## src/rtl/beid_ahb_mtx_input_stage.sv

```systemverilog
// Per-master input stage of the beid AHB matrix: holds stalled address phases and returns data-phase ready/response.
// Optional feature: define BEID_MTX_INSTAGE_PROT_EN to hold and forward HPROTS; otherwise prot_out is a constant 4'b0011.
module beid_ahb_mtx_input_stage #(
  parameter int ADDR_WIDTH = 32
) (
  input  logic                  HCLK,
  input  logic                  HRESET,
  input  logic                  HSELS,
  input  logic [ADDR_WIDTH-1:0] HADDRS,
  input  logic [1:0]            HTRANSS,
  input  logic                  HWRITES,
  input  logic [2:0]            HSIZES,
  input  logic [2:0]            HBURSTS,
  input  logic [3:0]            HPROTS,
  input  logic                  HMASTLOCKS,
  input  logic                  HREADYS,
  output logic                  HREADYOUTS,
  output logic [1:0]            HRESPS,
  input  logic                  addr_accept,
  input  logic                  dp_ready,
  input  logic [1:0]            dp_resp,
  output logic                  req_port,
  output logic [1:0]            trans_out,
  output logic [ADDR_WIDTH-1:0] addr_out,
  output logic                  write_out,
  output logic [2:0]            size_out,
  output logic [2:0]            burst_out,
  output logic [3:0]            prot_out,
  output logic                  lock_out,
  output logic                  held
);

  logic                  live_valid;
  logic                  capture;
  logic                  reg_hold;
  logic                  reg_dp;
  logic [1:0]            hold_trans;
  logic [ADDR_WIDTH-1:0] hold_addr;
  logic                  hold_write;
  logic [2:0]            hold_size;
  logic [2:0]            hold_burst;
  logic                  hold_lock;

  assign live_valid = HSELS & HREADYS & HTRANSS[1];
  // The master is stalled while a hold exists, so a new capture can never overwrite it.
  assign capture    = live_valid & ~addr_accept & ~reg_hold;

  always_ff @(posedge HCLK or posedge HRESET) begin
    if (HRESET) begin
      reg_hold   <= 1'b0;
      hold_trans <= 2'b00;
      hold_addr  <= '0;
      hold_write <= 1'b0;
      hold_size  <= 3'b000;
      hold_burst <= 3'b000;
      hold_lock  <= 1'b0;
    end else if (capture) begin
      reg_hold   <= 1'b1;
      hold_trans <= HTRANSS;
      hold_addr  <= HADDRS;
      hold_write <= HWRITES;
      hold_size  <= HSIZES;
      hold_burst <= HBURSTS;
      hold_lock  <= HMASTLOCKS;
    end else if (reg_hold && addr_accept) begin
      reg_hold   <= 1'b0;
    end
  end

  // A stray accept with nothing to offer still opens a data phase.
  always_ff @(posedge HCLK or posedge HRESET) begin
    if (HRESET) begin
      reg_dp <= 1'b0;
    end else if (addr_accept) begin
      reg_dp <= 1'b1;
    end else if (dp_ready) begin
      reg_dp <= 1'b0;
    end
  end

`ifdef BEID_MTX_INSTAGE_PROT_EN
  logic [3:0] hold_prot;

  always_ff @(posedge HCLK or posedge HRESET) begin
    if (HRESET) begin
      hold_prot <= 4'b0000;
    end else if (capture) begin
      hold_prot <= HPROTS;
    end
  end

  assign prot_out = reg_hold ? hold_prot : HPROTS;
`else
  logic unused_prot;

  assign unused_prot = ^HPROTS;
  assign prot_out    = 4'b0011;
`endif

  assign held       = reg_hold;
  assign req_port   = reg_hold | live_valid;
  assign trans_out  = reg_hold ? hold_trans : HTRANSS;
  assign addr_out   = reg_hold ? hold_addr  : HADDRS;
  assign write_out  = reg_hold ? hold_write : HWRITES;
  assign size_out   = reg_hold ? hold_size  : HSIZES;
  assign burst_out  = reg_hold ? hold_burst : HBURSTS;
  assign lock_out   = reg_hold ? hold_lock  : HMASTLOCKS;

  always_comb begin
    HREADYOUTS = 1'b1;
    if (reg_hold) begin
      HREADYOUTS = 1'b0;
    end else if (reg_dp) begin
      HREADYOUTS = dp_ready;
    end
  end

  assign HRESPS = reg_dp ? dp_resp : 2'b00;

`ifndef SYNTHESIS
  // Upstream protocol check: the matrix must only accept a port that is actually requesting.
  a_accept_needs_req: assert property (@(posedge HCLK) disable iff (HRESET)
    !(addr_accept && !reg_hold && !live_valid));
`endif

endmodule
```

## config.mk

```make
export PLATFORM = sky130hd
export DESIGN_NAME = beid_ahb_mtx_input_stage
export DESIGN_NICKNAME = d
export VERILOG_FILES = /design/src/rtl/beid_ahb_mtx_input_stage.sv
export SDC_FILE = /design/constraint.sdc
export NUM_CORES = 1
export LEC_CHECK = 0
export CAP_MARGIN = 15
export CORE_ASPECT_RATIO = 0.6
export CORE_MARGIN = 10
export CORE_UTILIZATION = 45
export DETAILED_ROUTE_END_ITERATION = 8
export PLACE_DENSITY = 0.84
export SYNTH_ARGS = -nofsm -noshare
export SYNTH_HDL_FRONTEND = slang
export SYNTH_SLANG_ARGS = --single-unit
```

## constraint.sdc

```tcl
create_clock -name HCLK -period 2.8 [get_ports HCLK]
set_input_delay 0.28 -clock HCLK [delete_from_list [all_inputs] [get_ports HCLK]]
set_output_delay 0.28 -clock HCLK [all_outputs]
set_load 0.02 [all_outputs]
```

==> impl_results.md, run 1 <==
- Vias: 1518
- Clock-pin slew of the registers on the worst-case setup and hold paths: 80 ps
- Crit path time final: 2600 ps
- CP max stage cell: dfrtp_2
- VDD IR max: 0.252 mV
- DRT Pass-1 Iters: 4
- Synthesized flop and latch total: 44
- DR iter-0 viols: 73
- Grt total ovfl: 0
- Cell area after synthesis: 2360 um^2
- Most frequent cells in the layout: clkdlybuf4s50_1 (96), mux2_2 (44), dfrtp_1 (43)
- Worst Path Max Fanout: 46
- Pins Over Slew Limit: 0
- Largest buffer count on any clock path: 2
- Synthesis Warnings: 0
- # setup viols final: 0
- Data arrival, critical path: 2320 ps
- Vias per cell: 4.85
- Sw Pwr: 490 uW
- Ports: 105
- Port Buffers: 96
- Critical path type: reg -> out
- Fin cells: 313
- Die area: 8640 um^2
- CTS sink count: 44
- Routability cong.: 0.705
- CP delay by family, top: flip-flops
- Hold-fix buffers, CTS: 0
- Sequential Power Share: 44.7%
- Internal: 1410 uW
- P_leak: 0.00154 uW
- Switching Fraction: 25.8%
- Die Height: 76.1 um
- WP buf/inv: 1
- Fin crit share: 93.0%
- Final ANT Viol Nets: 0
- Num CTS Buffers: 5
- GRT Util Overall: 13.5%
- Sequential-to-total area share from yosys stat: 46.6%
- Nets: 300
- H-tree depth: 2
- Antenna fix cells: 0
- DRT Wirelength: 5710 um
- Combinational Power Share: 30.1%
- CP Launch Type: register
- Post-cts sizing count: 0
- Placed cells: 305
- Initial Util: 46.5%
- Largest net degree at the start of global routing: 47
- Clk_skew: 6.30 ps
- Maxcap violations: 0
- Vias in the first global route: 1770
- Post-Synthesis Cells: 154
- Clock share of power: 25.2%
- Hpwl dp: 4210 um
- Routed len/inst: 18.3 um
- CP Data Required Time: 2520 ps
- First-pass GRT wire length: 9610 um
- CTS tree: yes
- Crit end category: output port
- Syn_area_per_cell: 15.3 um^2
- Final core occ: 67.6%
- Status: completed
- Initial antenna violation count: 0
- PwrDens: 554 nW/um^2
- Rel. slew slack: 33.7%
- Netlist cell types: 15
- Achievable Freq: 384 MHz
- Crit-path max cell delay: 1030 ps
- Hold Vio Cnt, Final: 0
- RSZ-0062 raised after global routing: false
- DRC violations left: 0
- Core Area: 5080 um^2
- Row cnt: 20
- Commonest non-fill, non-tap cell in the layout: clkdlybuf4s50_1
- Share of cells above drive strength 1: 38.1%
- DIE WIDTH: 114 um
- Area growth syn-to-layout: 45.4%
- Worst skew pair latency: 290 ps
- Root Buffer: clkbuf_8
- Critical path, cell by cell: mux2_2, clkdlybuf4s50_1
- Slew at the pin closest to its max-slew limit: 995 ps
- Tightest Hold Check Type: reg -> reg
- Setup_tns: 0 ps
- Post-CTS setup buffer count: 0
## Yosys cell counts
library cell	n	area share [%]
inv_1	2	0.32
clkbuf_1	4	0.64
nand3_1	1	0.21
mux2_4	39	25
conb_1	2	0.32
mux2_2	44	21
nand2b_1	2	0.53
or3_1	1	0.27
and2_1	2	0.53
buf_4	5	1.6
buf_6	5	2.4
a21o_1	1	0.32
dfrtp_1	44	47
nor2b_1	1	0.27
a21oi_1	1	0.21
## worst register-to-register path, stage by stage (launching register included)
cell and delay, ps:
dfrtp_2 770, or3_2 650, buf_12 220, mux2_4 370
## through the flow
step,hold slack (ps),cell area [um^2],setup slack [ps],total power (uW)
after CTS,494,3430,178,1920
after global routing,494,3430,68.7,2000
after floorplan,346,2370,1120,1210
after global placement,466,3330,504,1420
after detailed placement,471,3330,506,1440
final,494,3430,197,1900
## kinds of logic after synthesis
| family | Yosys count | synth area share, % |
|---|---|---|
| other cells | 2 | 0.318 |
| simple gates | 7 | 1.80 |
| mux | 83 | 45.8 |
| buf+inv | 16 | 4.93 |
| compound gates | 2 | 0.530 |
| flops | 44 | 46.6 |
## state kept, by name, indices dropped and copies added (netlist names)
name and count:
hold_addr 32, hold_burst 3, hold_size 3, hold_trans 2, held 1, hold_lock 1, hold_write 1, reg_dp 1
## layer usage
layer  part of all wire (%)  GRT usage, %  up-vias
li1                       -             -      717
met1                     43          16.0      743
met2                     46          20.8       53
met3                     10          7.00        5
met4                    1.1          4.17        0
met5                      0             0        -
## cell type report
cell class	count	area [um^2]
fillers	388	1650
multi-input cells	96	1150
flip-flops and latches	44	1100
repair buffers	97	981
well taps	66	82.6
clock buffers	6	72.6
clock inverters	2	35.0
inverters	2	7.51
## power groups by stage
| stage | clock network [uW] | registers [uW] | logic [uW] |
|---|---|---|---|
| after floorplan | 0 | 825 | 384 |
| after global routing | 519 | 869 | 614 |
| after detailed placement | 0 | 855 | 580 |
| after global placement | 0 | 853 | 568 |
| after CTS | 488 | 848 | 582 |
| final | 480 | 849 | 572 |
## final timing paths
path | start | end | slack [ps] | depth (start not counted)
min | hold_trans[1] | hold_trans[1] | 490 | 1
max | held | addr_out[8] | 200 | 2
min in group asynchronous | HRESET | hold_addr[2] | 500 | 2
min reg2reg | hold_trans[1] | hold_trans[1] | 490 | 1
max reg2reg | held | hold_addr[7] | 680 | 3
max in group asynchronous | HRESET | held | 1680 | 2
No activity file was read; power rests on OpenSTA's default activity.
==> inputs of run 2 (changes only) <==
- SETUP_SLACK_MARGIN: not set -> 0.5
==> impl_results.md, run 2 (synthesis gave the netlist of run 1 again) <==
- Status: completed
- Vias per cell: 4.87 (+0.49%)
- Antenna fix cells: 0 (unchanged)
- Rel. slew slack: 39.0% (+5.3 points)
- PwrDens: 548 nW/um^2 (-1.1%)
- Data arrival, critical path: 1860 ps (-460 ps)
- Root Buffer: clkbuf_8
- Die area: 8640 um^2 (unchanged)
- Routability cong.: 0.705 (unchanged)
- Reg2reg setup slack: 870 ps (+190 ps)
- Area growth syn-to-layout: 48.0%
- Initial Util: 46.5% (unchanged)
- Hold-critical path depth: 1 (unchanged)
- Max reg flops: 32 (unchanged)
- Maxcap violations: 0 (unchanged)
- Crit path time final: 2140 ps (-458 ps)
- Core Area: 5080 um^2 (unchanged)
- Reg-to-Reg Start: held
- Worst Path Max Fanout: 12 (-74%)
- Fin crit share: 76.6% (-16 points)
- Grt total ovfl: 0 (unchanged)
- Final ANT Viol Nets: 0 (unchanged)
- DRC violations left: 0 (unchanged)
- Largest buffer count on any clock path: 2 (unchanged)
- Commonest non-fill, non-tap cell in the layout: clkdlybuf4s50_1
- Vias: 1540 (+1.4%)
- Die Height: 76.1 um (unchanged)
- CP Launch Type: register
- Most frequent cells in the layout: clkdlybuf4s50_1 (96), mux2_2 (44), dfrtp_1 (43)
- Tightest Hold Check Type: reg -> reg
- Finished Cell Area: 3490 um^2 (+1.8%)
- DRT Pass-1 Iters: 4 (unchanged)
- P_leak: 0.00157 uW (+1.7%)
- Crit end category: output port
- Setup_tns: 0 ps (unchanged)
- Routed len/inst: 18.8 um (+2.8%)
- VDD IR max: 0.252 mV (about the same)
- Worst hold start: hold_trans[1]
- Top reg by flops: hold_addr
- DR iter-0 viols: 59 (-19%)
- Ports: 105 (unchanged)
- RSZ-0062 raised after global routing: false
- Row cnt: 20 (unchanged)
- CTS sink count: 44 (unchanged)
- # setup viols final: 0 (unchanged)
- Share of cells above drive strength 1: 38.8% (+0.74 points)
- DIE WIDTH: 114 um (unchanged)
- Clk_skew: 4.44 ps (-1.85 ps)
- Vias in the first global route: 1797 (+1.5%)
- Slew at the pin closest to its max-slew limit: 914 ps (-80.9 ps)
- Largest net degree at the start of global routing: 45 (-4.3%)
- Fillers: 380 (-2.1%)
- Achievable Freq: 466 MHz (+21%)
- Hold WS: 493 ps (-1.37 ps)
- Initial antenna violation count: 0 (unchanged)
- Critical path type: reg -> out
- DRT Wirelength: 5930 um (+3.7%)
- Hpwl dp: 4210 um (unchanged)
- CTS tree: yes
- Worst skew pair latency: 290 ps (about the same)
- Worst reg-to-reg path cell count: 4 (+1)
- GRT Util Overall: 13.9% (+0.42 points)
- Top flop regs: hold_addr (32), hold_burst (3), hold_size (3)
- DP Area: 3330 um^2 (unchanged)
- Reg-to-reg endpoint: hold_addr[7]
- Hold EP: hold_trans[1]
- H-tree depth: 2 (unchanged)
- Nets: 303 (+1.0%)
- Hold Vio Cnt, Final: 0 (unchanged)
- Pins Over Slew Limit: 0 (unchanged)
- First-pass GRT wire length: 9870 um (+2.7%)
- Clock-pin slew of the registers on the worst-case setup and hold paths: 80 ps (about the same)
- Port Buffers: 96 (unchanged)
- CP Data Required Time: 2520 ps (about the same)
- Num CTS Buffers: 5 (unchanged)
-- run 2: how the worst max path moves through the flow --
stage          from           end  slack (ps)  depth (start not counted)
4_1_cts        held   addr_out[6]         510                          3
6_report       held   addr_out[6]         660                          3
2_1_floorplan  held  hold_addr[0]        1120                          5
3_5_place_dp   held   addr_out[4]         510                          2
5_1_grt        held   addr_out[6]         590                          3
3_3_place_gp   held   addr_out[8]         500                          2
-- run 2: metrics by stage --
stage | power [uW] | cells | utilization [%] | worst slack [ps]
6_report | 1910 | 316 | 68.8 | 655
5_1_grt | 2010 | 316 | 68.8 | 585
4_1_cts | 1930 | 315 | 68.4 | 508
3_5_place_dp | 1440 | 305 | 65.5 | 506
3_3_place_gp | 1420 | 305 | 65.5 | 504
2_1_floorplan | 1210 | 156 | - | 1120
-- run 2: metal layers --
layer	vias up	share of wire [%]	global-route usage (%)	wire length [um]
met2	53	46	21.5	2750
met4	0	1.0	4.17	60
li1	727	-	-	-
met1	755	43	16.6	2540
met3	5	9.8	7.00	580
met5	-	0	0	0
-- run 2: area by class of cell --
type	count	area [um^2]	share of cell area (%)
Clock inverter	2	35.0	1.00
Clock buffer	6	72.6	2.08
Sequential cell	44	1100	31.6
Inverter	2	7.51	0.215
Tap cell	66	82.6	2.36
Multi-Input combinational cell	96	1150	33.0
Timing Repair Buffer	100	1040	29.8
-- run 2: power breakdown --
group          switching [uW]  internal, uW  leakage [uW]
registers                71.0           768      0.000524
logic                     209           385      0.000987
clock network             216           265     0.0000552
-- run 2: worst max-delay path: stages (launching register included) --
cell	delay, ps
dfrtp_4	470
buf_6	190
mux2_2	340
clkdlybuf4s50_1	560
-- run 2: timing repair --
action                                  in CTS  in global routing
endpoints found under the setup margin      45                 31
hold buffers                                 0                  0
pin swaps                                    0                  0
setup buffers                                2                  1
resized for setup                            1                  0
gates cloned                                 0                  0
